File: src/rtl/mipi_dphy_pkg.sv
// Shared DPHY lane definitions: word width, sync byte, lane state and bit-order helper.
package mipi_dphy_pkg;

    localparam int unsigned DATA_W        = 16;
    localparam int unsigned OFF_W         = 4;
    localparam logic [7:0]  SYNC_BYTE_DEF = 8'hB8;

    typedef enum logic [1:0] {
        ST_IDLE   = 2'd0,
        ST_HUNT   = 2'd1,
        ST_LOCKED = 2'd2,
        ST_ERROR  = 2'd3
    } lane_state_e;

    // Mirror a raw word so the earliest wire bit lands in bit 0.
    function automatic logic [DATA_W-1:0] bit_rev16(input logic [DATA_W-1:0] d);
        logic [DATA_W-1:0] r;
        for (int i = 0; i < DATA_W; i++) begin
            r[i] = d[DATA_W-1-i];
        end
        return r;
    endfunction

endpackage

File: src/rtl/mipi_rx_lane_aligner_if.sv
// Per-lane bundle between the DPHY RX macro side and the lane aligner.
interface mipi_rx_lane_aligner_if;
    import mipi_dphy_pkg::*;

    logic              hs_en;
    logic [DATA_W-1:0] data_in;
    logic [DATA_W-1:0] data_out;
    logic              data_valid;
    logic              locked;
    logic [OFF_W-1:0]  sync_offset;
    logic              sync_err;
    logic              eot;

    modport master (
        output hs_en, data_in,
        input  data_out, data_valid, locked, sync_offset, sync_err, eot
    );

    modport slave (
        input  hs_en, data_in,
        output data_out, data_valid, locked, sync_offset, sync_err, eot
    );

endinterface

File: src/rtl/mipi_rx_sync_search.sv
// Priority encoder: lowest bit offset (0..15) in a 32-bit window holding the sync byte.
module mipi_rx_sync_search
    import mipi_dphy_pkg::*;
(
    input  logic [2*DATA_W-1:0] i_win,
    input  logic [7:0]          i_sync,
    output logic                o_hit_c,
    output logic [OFF_W-1:0]    o_off_c
);

    // Scan from the top down so the lowest matching offset is the last one written.
    always_comb begin
        o_hit_c = 1'b0;
        o_off_c = '0;
        for (int o = DATA_W - 1; o >= 0; o--) begin
            if (i_win[o +: 8] == i_sync) begin
                o_hit_c = 1'b1;
                o_off_c = OFF_W'(o);
            end
        end
    end

endmodule

File: src/rtl/mipi_rx_lane_aligner.sv
// One-lane HS receive aligner: hunts the sync byte at any bit offset, then emits byte-aligned words.
module mipi_rx_lane_aligner
    import mipi_dphy_pkg::*;
#(
    parameter logic [7:0]  SYNC_BYTE    = SYNC_BYTE_DEF,
    parameter int unsigned HUNT_TIMEOUT = 64,
    parameter bit          BIT_REV      = 1'b0
) (
    input  logic                   clk_byte,
    input  logic                   reset_n,
    mipi_rx_lane_aligner_if.slave  lane
);

    localparam int unsigned    CNT_W    = $clog2(HUNT_TIMEOUT) + 1;
    localparam logic [CNT_W-1:0] CNT_LAST = CNT_W'(HUNT_TIMEOUT - 1);
    localparam logic [CNT_W-1:0] CNT_MAX  = '1;

    logic [DATA_W-1:0]   w_din;
    logic [DATA_W-1:0]   r_d0, r_d1, r_d2;
    logic                r_en0, r_en1, r_en2;
    logic [3*DATA_W-1:0] w_x;
    logic                w_hit;
    logic [OFF_W-1:0]    w_hit_off;
    logic                w_match;

    lane_state_e         r_state, w_state_nx;
    logic [CNT_W-1:0]    r_cnt, w_cnt_nx;
    logic [DATA_W-1:0]   r_dout, w_dout_nx;
    logic                r_dv, w_dv_nx;
    logic                r_lock, w_lock_nx;
    logic [OFF_W-1:0]    r_off, w_off_nx;
    logic                r_err, w_err_nx;
    logic                r_eot, w_eot_nx;

    // Payload word that starts right after a sync byte at the given offset.
    function automatic logic [DATA_W-1:0] payload_at(input logic [3*DATA_W-1:0] x,
                                                     input logic [OFF_W-1:0]    off);
        return DATA_W'(x >> (32'(off) + 32'd8));
    endfunction

    assign w_din   = BIT_REV ? bit_rev16(lane.data_in) : lane.data_in;
    assign w_x     = {r_d0, r_d1, r_d2};
    assign w_match = w_hit & r_en1 & r_en2;

    mipi_rx_sync_search u_search (
        .i_win   (w_x[2*DATA_W-1:0]),
        .i_sync  (SYNC_BYTE),
        .o_hit_c (w_hit),
        .o_off_c (w_hit_off)
    );

    // Three-word raw history and its hs_en qualifiers.
    always_ff @(posedge clk_byte or negedge reset_n) begin
        if (!reset_n) begin
            r_d0  <= '0;
            r_d1  <= '0;
            r_d2  <= '0;
            r_en0 <= 1'b0;
            r_en1 <= 1'b0;
            r_en2 <= 1'b0;
        end else begin
            r_d0  <= w_din;
            r_d1  <= r_d0;
            r_d2  <= r_d1;
            r_en0 <= lane.hs_en;
            r_en1 <= r_en0;
            r_en2 <= r_en1;
        end
    end

    always_ff @(posedge clk_byte or negedge reset_n) begin
        if (!reset_n) begin
            r_state <= ST_IDLE;
            r_cnt   <= '0;
            r_dout  <= '0;
            r_dv    <= 1'b0;
            r_lock  <= 1'b0;
            r_off   <= '0;
            r_err   <= 1'b0;
            r_eot   <= 1'b0;
        end else begin
            r_state <= w_state_nx;
            r_cnt   <= w_cnt_nx;
            r_dout  <= w_dout_nx;
            r_dv    <= w_dv_nx;
            r_lock  <= w_lock_nx;
            r_off   <= w_off_nx;
            r_err   <= w_err_nx;
            r_eot   <= w_eot_nx;
        end
    end

    // Lane FSM; a low en0 overrides every state so burst end beats a same-cycle match.
    always_comb begin
        w_state_nx = r_state;
        w_cnt_nx   = r_cnt;
        w_dout_nx  = r_dout;
        w_dv_nx    = r_dv;
        w_lock_nx  = r_lock;
        w_off_nx   = r_off;
        w_err_nx   = 1'b0;
        w_eot_nx   = 1'b0;

        if (!r_en0) begin
            w_state_nx = ST_IDLE;
            w_cnt_nx   = '0;
            w_dv_nx    = 1'b0;
            w_lock_nx  = 1'b0;
            w_eot_nx   = (r_state == ST_LOCKED);
        end else begin
            unique case (r_state)
                ST_IDLE: begin
                    w_state_nx = ST_HUNT;
                    w_cnt_nx   = '0;
                end
                ST_HUNT: begin
                    if (r_cnt != CNT_MAX) begin
                        w_cnt_nx = r_cnt + CNT_W'(1);
                    end
                    // The word following the sync byte is already in the window, emit it now.
                    if (w_match) begin
                        w_state_nx = ST_LOCKED;
                        w_off_nx   = w_hit_off;
                        w_lock_nx  = 1'b1;
                        w_dout_nx  = payload_at(w_x, w_hit_off);
                        w_dv_nx    = 1'b1;
                    end else if (r_cnt >= CNT_LAST) begin
                        w_state_nx = ST_ERROR;
                        w_err_nx   = 1'b1;
                    end
                end
                ST_LOCKED: begin
                    w_dout_nx = payload_at(w_x, r_off);
                    w_dv_nx   = 1'b1;
                end
                ST_ERROR: begin
                    w_state_nx = ST_ERROR;
                end
                default: begin
                    w_state_nx = ST_IDLE;
                end
            endcase
        end
    end

    assign lane.data_out    = r_dout;
    assign lane.data_valid  = r_dv;
    assign lane.locked      = r_lock;
    assign lane.sync_offset = r_off;
    assign lane.sync_err    = r_err;
    assign lane.eot         = r_eot;

endmodule

File: src/flat_wrapper.sv
// flat-port wrapper written by rule: the top's interface ports become plain ports
module mipi_rx_lane_aligner_flat import mipi_dphy_pkg::*;
#(
    parameter logic [7:0]  SYNC_BYTE    = SYNC_BYTE_DEF,
    parameter int unsigned HUNT_TIMEOUT = 64,
    parameter bit          BIT_REV      = 1'b0
)
  (clk_byte, reset_n, lane_hs_en, lane_data_in, lane_data_out, lane_data_valid, lane_locked, lane_sync_offset, lane_sync_err, lane_eot);
  mipi_rx_lane_aligner_if lane_i ();
  input  logic clk_byte;
  input  logic reset_n;
  input wire logic [$bits(lane_i.hs_en)-1:0] lane_hs_en;
  input wire logic [$bits(lane_i.data_in)-1:0] lane_data_in;
  output wire logic [$bits(lane_i.data_out)-1:0] lane_data_out;
  output wire logic [$bits(lane_i.data_valid)-1:0] lane_data_valid;
  output wire logic [$bits(lane_i.locked)-1:0] lane_locked;
  output wire logic [$bits(lane_i.sync_offset)-1:0] lane_sync_offset;
  output wire logic [$bits(lane_i.sync_err)-1:0] lane_sync_err;
  output wire logic [$bits(lane_i.eot)-1:0] lane_eot;
  assign lane_i.hs_en = lane_hs_en;
  assign lane_i.data_in = lane_data_in;
  assign lane_data_out = lane_i.data_out;
  assign lane_data_valid = lane_i.data_valid;
  assign lane_locked = lane_i.locked;
  assign lane_sync_offset = lane_i.sync_offset;
  assign lane_sync_err = lane_i.sync_err;
  assign lane_eot = lane_i.eot;
  mipi_rx_lane_aligner #(.SYNC_BYTE(SYNC_BYTE), .HUNT_TIMEOUT(HUNT_TIMEOUT), .BIT_REV(BIT_REV)) u_core (.clk_byte(clk_byte), .reset_n(reset_n), .lane(lane_i));
endmodule
File: config.mk
export PLATFORM = sky130hd
export DESIGN_NAME = mipi_rx_lane_aligner_flat
export DESIGN_NICKNAME = d
export VERILOG_FILES = /design/src/rtl/mipi_dphy_pkg.sv /design/src/rtl/mipi_rx_lane_aligner_if.sv /design/src/rtl/mipi_rx_sync_search.sv /design/src/rtl/mipi_rx_lane_aligner.sv /design/src/flat_wrapper.sv
export SDC_FILE = /design/constraint.sdc
export NUM_CORES = 1
export LEC_CHECK = 0
export CELL_PAD_IN_SITES_DETAIL_PLACEMENT = 1
export CELL_PAD_IN_SITES_GLOBAL_PLACEMENT = 2
export CORE_MARGIN = 3
export CORE_UTILIZATION = 39
export DETAILED_ROUTE_END_ITERATION = 16
export PLACE_DENSITY_LB_ADDON = 0.05
export SETUP_SLACK_MARGIN = 0.2
export SLEW_MARGIN = 20
export SYNTH_ARGS = -nofsm -noshare
export SYNTH_HDL_FRONTEND = slang
export SYNTH_HIERARCHICAL = 1
export SYNTH_SLANG_ARGS = --single-unit
File: constraint.sdc
create_clock -name clk_byte -period 4.5 [get_ports clk_byte]
set_clock_uncertainty 0.05 [all_clocks]
set_input_delay 0.9 -clock clk_byte [delete_from_list [all_inputs] [get_ports clk_byte]]
set_output_delay 0.9 -clock clk_byte [all_outputs]
set_load 0.01 [all_outputs]
; After elaboration in Yosys (flattened, before gate mapping)
; Cells that the tools add are included.
[word_totals]
regBits = 84
latch_bits = 0
ramBits = 0
mem_bits_ro = 0
input_bits = 19
output_inout_bits = 24
wordCells = 110
n_memories = 0
[op_classes]
addsub = 3
multipliers = 0
div = 0
order_cmp = 1
n_eq_ne = 29
shift = 2
mux = 51
bitwise = 2
reduce_logical = 8
[op_table]
columns = operator, n
row1 = == test 8 bit (second input constant), 16
row2 = >> shifter 48 x 32 -> 16 bit, 2
row3 = 2-to-1 mux 4 bit, 16
row4 = one-hot mux 16 bit (2 select lines), 1
row5 = 2-to-1 mux 1 bit, 25
row6 = 2-to-1 mux 16 bit, 1
row7 = 2-to-1 mux 7 bit, 2
row8 = one-hot mux 7 bit (2 select lines), 1
row9 = != test 3 bit (second input constant), 4
row10 = adder 4 x 4 -> 5 bit (second input constant), 2
row11 = != test 4 bit (second input constant), 2
row12 = AND reduction 2 bit, 4
row13 = adder 7 x 1 -> 7 bit (second input constant), 1
row14 = >= comparator 7 x 6 -> 1 bit (second input constant), 1
row15 = != test 7 bit (second input constant), 1
row16 = 2-to-1 mux 2 bit, 3
row17 = one-hot mux 2 bit (3 select lines), 1
row18 = AND reduction 3 bit, 2
row19 = == test 2 bit (second input constant), 2
row20 = != test 2 bit (second input constant), 2
row21 = bitwise AND 1 bit, 2
row22 = == test 2 x 1 -> 1 bit (second input constant), 1
row23 = zero test 2 bit, 1
row24 = != test 2 x 1 -> 1 bit (second input constant), 1
row25 = 2 further kinds, 2

; Longest topological paths before layout
; Gate-level depths: netlist of run 1.
[logic_depth]
word_depth = 22
mapped_depth = 16
depth_no_buf = 12

; Modules after synthesis
; Netlist of run 1, hierarchy kept.
[modules_own_cells]
columns = module, n_inst, cells_per_inst, area_per_inst_um2, seq_area_each_um2
row1 = mipi_rx_lane_aligner, 1, 333, 3779.9, 2102.0
row2 = mipi_rx_sync_search, 1, 236, 1940.6, 0.0

; Worst setup path before layout of run 1
; Ideal clock, no wire load.
[synth_path]
path_kind = reg2reg
from = register u_core.r_d2[15]
to = register u_core.r_dout[12], in the netlist u_core/lane.data_out[12]
setup_time_ns = 0.073
arrival_time_ns = 2.988
required_time_ns = 4.377
path_slack_ns = 1.389
stages_incl_launch_ff = 15
path_buffers = 3
synth_period_minus_slack_ns = 3.111
cell_sequence = dfrtp_1 buf_2 xor2_1 nor4_2 nand2_2 a22o_1 a211oi_1 o22ai_1 a21o_2 buf_6 buf_8 mux2i_1 mux4_2 a21oi_1 a21boi_2
[synth_via]
elab_chain_cells = 21
word_cells_on_any_way = 49
classes_between = 1 x add/sub / 9 x eq/ne / 2 x shift / 34 x mux / 2 x bitwise / 1 x reduce/logical
[synth_lines]
columns = item, line
row1 = from (decl), mipi_rx_lane_aligner.sv:19  ; logic [DATA_W-1:0] r_d0, r_d1, r_d2;
row2 = from (signal assigned), mipi_rx_lane_aligner.sv:64  ; r_d2 <= r_d1;
row3 = == test 8 bit, mipi_rx_sync_search.sv:16  ; if (i_win[o +: 8] == i_sync) begin
row4 = 2-to-1 mux 4 bit (7 in series), mipi_rx_sync_search.sv:16
row5 = 2-to-1 mux 4 bit * (9 in series), mipi_rx_sync_search.sv:16
row6 = net u_core.w_hit_off[0], mipi_rx_lane_aligner.sv:23  ; logic [OFF_W-1:0] w_hit_off;
row7 = adder 4 x 4 -> 5 bit *, mipi_rx_lane_aligner.sv:38  ; return DATA_W'(x >> (32'(off) + 32'd8));
row8 = >> shifter 48 x 32 -> 16 bit *, mipi_rx_lane_aligner.sv:38
row9 = 2-to-1 mux 16 bit *, mipi_rx_lane_aligner.sv:121  ; if (w_match) begin
row10 = one-hot mux 16 bit (2 select lines) *, mipi_rx_lane_aligner.sv:111  ; unique case (r_state)
row11 = to (signal assigned), mipi_rx_lane_aligner.sv:84  ; r_dout <= w_dout_nx;
row12 = to (decl), mipi_rx_lane_aligner.sv:28  ; logic [DATA_W-1:0] r_dout, w_dout_nx;
; Mark *: on every way through the listed nets, which the timed path passes. The rest lies on a longest branch. The select of a mux whose other input is x is not followed.
; A chain may end at the register's enable or synchronous reset.

; Worst setup path after layout of run 1
[layout_path]
from = register u_core.r_d2[14]
to = register u_core.r_dout[3], in the netlist u_core/lane.data_out[3]
[layout_via]
elab_chain_cells = 20
word_cells_on_any_way = 47
classes_between = 1 x add/sub / 9 x eq/ne / 2 x shift / 32 x mux / 2 x bitwise / 1 x reduce/logical
[layout_lines]
columns = item, line
row1 = == test 8 bit, mipi_rx_sync_search.sv:16
row2 = 2-to-1 mux 4 bit (7 in series), mipi_rx_sync_search.sv:16
row3 = 2-to-1 mux 4 bit * (8 in series), mipi_rx_sync_search.sv:16
row4 = net u_core.w_hit_off[0], mipi_rx_lane_aligner.sv:23
row5 = adder 4 x 4 -> 5 bit *, mipi_rx_lane_aligner.sv:38
row6 = >> shifter 48 x 32 -> 16 bit *, mipi_rx_lane_aligner.sv:38
row7 = 2-to-1 mux 16 bit *, mipi_rx_lane_aligner.sv:121
row8 = one-hot mux 16 bit (2 select lines) *, mipi_rx_lane_aligner.sv:111
; Marks and branches as above.

==> results of run 1 <==
stage by stage:
step / instance area, sq um / power, mW / hold slack (ns) / utilization
finish: 6390 / 2.25 / 0.302 / 0.453
global route: 6390 / 2.37 / 0.315 / 0.453
CTS: 6390 / 2.27 / 0.302 / 0.453
detailed placement: 6060 / 1.43 / 0.286 / 0.430
global placement: 6060 / 1.42 / 0.282 / 0.430
floorplan: 5740 / 1.23 / 0.281 / -
layout make-up:
type,instances,area (sq um),share of cell area
multi-input cells,441,3260,0.510
inverters,5,18.8,0.00294
clock inverters,7,105,0.0164
flip-flops and latches,84,2100,0.329
repair buffers,47,455,0.0712
clock buffers,9,225,0.0352
well taps,180,225,0.0352
cells in the final DEF, fill, tap and decap left out, types with 3 or more instances in the layout:
cell type	Yosys	routed
a211oi_1	12	12
a21oi_1	18	18
a221oi_1	5	5
a22o_1	3	3
a22oi_1	11	11
a31oi_1	3	3
a32oi_1	4	4
and2_1	4	4
buf_4	3	6
clkbuf_16	0	9
clkdlybuf4s50_1	0	41
conb_1	2	8
dfrtp_1	84	84
inv_1	5	5
inv_6	0	3
mux2_2	8	8
mux2i_1	36	36
mux4_2	5	5
nand2_1	51	51
nand2b_1	3	3
nand3_1	16	16
nand4_1	11	11
nor2_1	37	37
nor2b_1	3	3
nor3_1	4	4
nor4_1	13	13
nor4_2	9	9
o211ai_1	7	7
o21ai_0	6	6
o21ai_1	3	3
xnor2_1	41	41
xor2_1	87	87
repair_timing:
action                                 CTS  global route
resized for setup                        0             1
setup buffers                            0             0
setup endpoints to repair                0             3
endpoints found under the hold margin    0             0
where the power goes:
group | internal, mW | total [mW] | leakage (nW) | switching, mW
sequential | 0.833 | 0.918 | 1.04 | 0.0850
combinational | 0.250 | 0.502 | 1.36 | 0.252
clock | 0.496 | 0.827 | 0.159 | 0.331
total | 1.58 | 2.25 | 2.56 | 0.668
per-layer routing:
metal	up-vias	track usage	routed length (um)
met2	77	0.351	8130
li1	2021	-	-
met1	2177	0.279	7500
met3	11	0.0360	491
met4	0	0.0492	176
met5	-	0	0
flip-flops by register name, indices dropped and copies added, names as in the netlist, 2 cells and up:
name                     count
u_core/lane.data_out        16
u_core/lane.sync_offset      4
u_core/r_cnt                 7
u_core/r_d0                 16
u_core/r_d1                 16
u_core/r_d2                 16
u_core/r_state               2
path summary, 6_finish.rpt:
path / startpoint / depth (start not counted) / end / slack, ns
worst min register to register: u_core/r_d0[10] / 0 / u_core/r_d1[10] / 0.30
worst min-delay path: u_core/r_d0[10] / 0 / u_core/r_d1[10] / 0.30
worst max-delay path: u_core/r_d2[14] / 11 / u_core/lane.data_out[3] / 0.66
max in group asynchronous: reset_n / 2 / u_core/lane.data_out[8] / 2.97
worst max register to register: u_core/r_d2[14] / 11 / u_core/lane.data_out[3] / 0.66
min in group asynchronous: reset_n / 1 / u_core/r_cnt[4] / 0.58
kinds of logic after synthesis:
logic type / share of synthesized area
DFF: 0.367
buffers and inverters: 0.0676
and+or+nand+nor: 0.156
other: 0.00131
muxes: 0.101
xor gates and xnor gates: 0.199
AOI/OAI and AO/OA: 0.106
adders and majority gates: 0.00219
critical path: stages, from the launching register on:
cell	delay, ns
dfrtp_1	0.73
xor2_1	0.13
nor4_1	0.41
o211ai_1	0.16
a21oi_1	0.17
a211oi_1	0.07
o22ai_1	0.36
a21o_4	0.41
mux2i_1	0.46
mux4_2	0.36
nor2_1	0.05
a311o_1	0.34
==> results.json, run 1 <==
{
  "fin_cells": 773,
  "max_freq_mhz": 260,
  "powerDensity_nw_per_um2": 352,
  "wirelength_um": 16300,
  "peakVddDrop_v": 0.000436,
  "clock_sinks": 84,
  "fin_crit_sh": 0.854,
  "die_h_um": 127,
  "area_delta_synth_final_pct": 11.7,
  "crit_arrival_ns": 4.02,
  "min_path_type": "flip-flop to flip-flop",
  "pre_cts_slack_ns": 0.443,
  "antenna_found_initial": 0,
  "chipWidth_um": 127,
  "place_inst": 757,
  "synth_cells": 569,
  "ys_types": 61,
  "tightest_slew_ns": 0.813,
  "coreArea_sq_um": 14100,
  "start_util": 0.406,
  "maxSlewViolCount": 0,
  "ys.flop_type": "dfrtp_1",
  "cts_made_buffers": 9,
  "boundaryPins": 43,
  "grt_pass1_vias": 4579,
  "cp-end-kind": "flip-flop",
  "drive_above_1_share": 0.0911,
  "routedWlPerCell_um": 21.1,
  "timing.final.ws_setup_ns": 0.659,
  "crit_fanout": 25,
  "dr.pass1.iters": 4,
  "clock_latency_ns": 0.34,
  "drtIter0Drc": 249,
  "critical_path_class": "flip-flop to flip-flop",
  "remaining_drc_errors": 0,
  "critPathLaunchType": "flip-flop",
  "worstPathRequired_ns": 4.68,
  "route.antenna.remaining_nets": 0,
  "synth_common_cells": "87 x xor2_1, 84 x dfrtp_1, 51 x nand2_1",
  "via_count": 4286,
  "path_clk_slew_ns": 0.07,
  "synth_warnings": 6,
  "port_buffers": 42,
  "ctsLongestPathBuffers": 2,
  "synth_async_sr_flop_share": 1.00,
  "diodes": 0,
  "drv_cap": 0,
  "final-hold-violation-count": 0,
  "synth_area_sq_um": 5720,
  "slew_headroom": 0.458,
  "grtUsageTotal": 0.208,
  "ys_seq_area_frac": 0.367,
  "nets": 608,
  "yosysTopAreaCellShare": 0.367,
  "syn_avg_cell_area_sq_um": 10.1,
  "dpl.hpwl_um": 11800,
  "synth_most_common_cell": "xor2_1",
  "p_leak_nw": 2.56,
  "dieArea_sq_um": 16200,
  "yosysTopAreaCell": "dfrtp_1",
  "rows": 43,
  "root_buffer": "clkbuf_16",
  "viasPerCell": 5.54,
  "setup_viol": 0,
  "routabilityCongestion": 0.860,
  "synth_area_leaders": "dfrtp_1 37%, xor2_1 13%, mux2i_1 6.3%",
  "ys_ff_latch": 84,
  "min_period_ns": 3.84,
  "grt_max_degree": 64,
  "synth_edf_count": 0,
  "rsz0062_at_grt": "no",
  "htree_levels": 3,
  "status": "completed",
  "overflow": 0,
  "cts_tree": "built",
  "cts-hold-fix-buffers": 0,
  "fin_tns_setup_ns": 0,
  "grt_pass1_wl_um": 26200,
  "fillCellCount": 1577
}
(Power assumes the default switching activity.)
==> inputs of run 2 (changes only) <==
--- a/config.mk
+++ b/config.mk
@@ -8,7 +8,7 @@
 export CELL_PAD_IN_SITES_DETAIL_PLACEMENT = 1
 export CELL_PAD_IN_SITES_GLOBAL_PLACEMENT = 2
 export CORE_MARGIN = 3
-export CORE_UTILIZATION = 39
+export CORE_UTILIZATION = 42
 export DETAILED_ROUTE_END_ITERATION = 16
 export PLACE_DENSITY_LB_ADDON = 0.05
 export SETUP_SLACK_MARGIN = 0.2
==> constraint.sdc (replaced) <==
create_clock -name clk_byte -period 4.6 [get_ports clk_byte]
set_clock_uncertainty 0.05 [all_clocks]
set_input_delay 0.92 -clock clk_byte [delete_from_list [all_inputs] [get_ports clk_byte]]
set_output_delay 0.92 -clock clk_byte [all_outputs]
set_load 0.01 [all_outputs]
==> run 2 against run 1 <==
Compared with the run above:
- design area down 0.63%
- count of clock-buffer cells in the layout unchanged
- sequential power down 2%
- non-clock buffer count up 1
- sequential share of layout area up 0.21 points
- global-route usage up 2.4 points
- power down 6.1%
- die area down 6.8%
- critical path type unchanged
- largest cell class unchanged
==> results.json, run 2 (synthesized netlist as in run 1, its figures left out) <==
{
  "final_cell_mix": "87 x xor2_1, 84 x dfrtp_1, 51 x nand2_1",
  "boundaryPins": 43,
  "grt_max_degree": 55,
  "via_count": 4370,
  "cts_resized": 0,
  "path_cells": "xor2_1 > nor4_1 > o211ai_1 > a21oi_1 > a211oi_1 > o22ai_1 > a21o_4 > mux2i_1 > mux4_2 > nor2_1 > a311o_1",
  "r2r-start": "u_core/r_d2[14]",
  "start_util": 0.430,
  "clock_latency_ns": 0.35,
  "dr.pass1.iters": 4,
  "port_buffers": 42,
  "drv_cap": 0,
  "max_freq_mhz": 246,
  "routabilityCongestion": 0.859,
  "diodes": 0,
  "p_leak_nw": 2.55,
  "seq_power_share": 0.426,
  "maxSlewViolCount": 0,
  "p_sw_uw": 670,
  "final-hold-violation-count": 0,
  "cts_made_buffers": 9,
  "fin_tns_setup_ns": 0,
  "cp_slowest_stage_delay_ns": 0.74,
  "status": "completed",
  "drtIter0Drc": 239,
  "min_path_type": "flip-flop to flip-flop",
  "setup_viol": 0,
  "multi_input_area_sq_um": 3260,
  "critPathBufInv": 0,
  "r2r_cells": 11,
  "root_buffer": "clkbuf_16",
  "crit_fanout": 25,
  "viasPerCell": 5.68,
  "post_cts_buffers": 0,
  "cts-hold-fix-buffers": 0,
  "tightest_slew_ns": 0.815,
  "p_int_mw": 1.44,
  "path_delay_family": "compound AO/OA/AOI/OAI gates",
  "coreArea_sq_um": 13300,
  "clock_sinks": 84,
  "grt_pass1_wl_um": 26500,
  "fin_cells": 770,
  "slew_headroom": 0.457,
  "hold_path_depth": 0,
  "min_period_ns": 4.06,
  "fin_crit_sh": 0.882,
  "hp-start": "u_core/r_d0[10]",
  "peakVddDrop_v": 0.000253,
  "cts_tree": "built",
  "ctsLongestPathBuffers": 2,
  "comb_power_share": 0.234,
  "route.antenna.remaining_nets": 0,
  "place_inst": 754,
  "remaining_drc_errors": 0,
  "drive_above_1_share": 0.0926,
  "die_h_um": 123,
  "htree_levels": 3,
  "crit_arrival_ns": 4.24,
  "critical_path_class": "flip-flop to flip-flop",
  "path_clk_slew_ns": 0.07,
  "grt_pass1_vias": 4747,
  "mostFrequentLayoutCell": "xor2_1",
  "dieArea_sq_um": 15100,
  "clkPwrFrac": 0.340,
  "regArea_sq_um": 2100,
  "overflow": 0,
  "nets": 609,
  "regToRegEndpoint": "u_core/lane.data_out[3]",
  "critPathLaunchType": "flip-flop",
  "holdPathEnd": "u_core/r_d1[10]",
  "cp-end-kind": "flip-flop",
  "reg2reg_slack_ns": 0.54,
  "rows": 42,
  "fillCellCount": 1465,
  "antenna_found_initial": 0,
  "slowest_stage": "dfrtp_1",
  "grtUsageTotal": 0.231,
  "routedWlPerCell_um": 21.5,
  "dpl.hpwl_um": 11900,
  "switching_share": 0.318,
  "chipWidth_um": 123,
  "worstPathRequired_ns": 4.78,
  "area_delta_synth_final_pct": 11.0,
  "wirelength_um": 16600,
  "powerDensity_nw_per_um2": 332,
  "rsz0062_at_grt": "no"
}
[run 2: cell types whose count changed in the layout (fill, tap and decap cells not counted), sizes merged]
cell,before,now
inv,9,11
bufinv,2,0
buf,6,7
[run 2: worst max-delay path by stage]
stage	end	cells after the start	from
4_1_cts	u_core/lane.data_out[3]	11	u_core/r_d2[14]
5_1_grt	u_core/lane.data_out[3]	11	u_core/r_d2[14]
2_1_floorplan	u_core/lane.data_out[12]	14	u_core/r_d2[15]
6_report	u_core/lane.data_out[3]	11	u_core/r_d2[14]
3_5_place_dp	u_core/lane.data_out[3]	11	u_core/r_d2[14]
3_3_place_gp	u_core/lane.data_out[3]	11	u_core/r_d2[14]
[run 2: power by group through the flow]
stage	combinational (mW)	clock, mW	sequential [mW]
4_1_cts	0.487	0.735	0.902
5_1_grt	0.539	0.764	0.912
3_3_place_gp	0.477	0	0.911
6_report	0.493	0.718	0.900
2_1_floorplan	0.307	0	0.897
3_5_place_dp	0.483	0	0.915
[run 2: per-layer routing]
| layer | up-vias | track usage | wire length [um] |
|---|---|---|---|
| met5 | - | 0 | 0 |
| met1 | 2234 | 0.302 | 7380 |
| met2 | 90 | 0.396 | 8420 |
| li1 | 2026 | - | - |
| met4 | 0 | 0.0637 | 228 |
| met3 | 20 | 0.0401 | 563 |
[run 2: per-stage QoR]
step	worst slack, ns	total power [mW]	utilization	instance area [sq um]	hold slack [ns]
floorplan	1.49	1.20	-	5740	0.281
global placement	0.542	1.39	0.456	6060	0.281
detailed placement	0.412	1.40	0.456	6060	0.286
CTS	0.385	2.12	0.477	6350	0.294
global route	0.310	2.21	0.478	6350	0.312
finish	0.542	2.11	0.478	6350	0.292
[run 2: final cells by class]
cell class                 count  share of cell area
clock inverter                 7             0.00985
timing repair buffer          48              0.0729
inverter                       5             0.00295
sequential                    84               0.331
clock buffer                   9              0.0355
multi-input combinational    441               0.513
tap                          176              0.0347
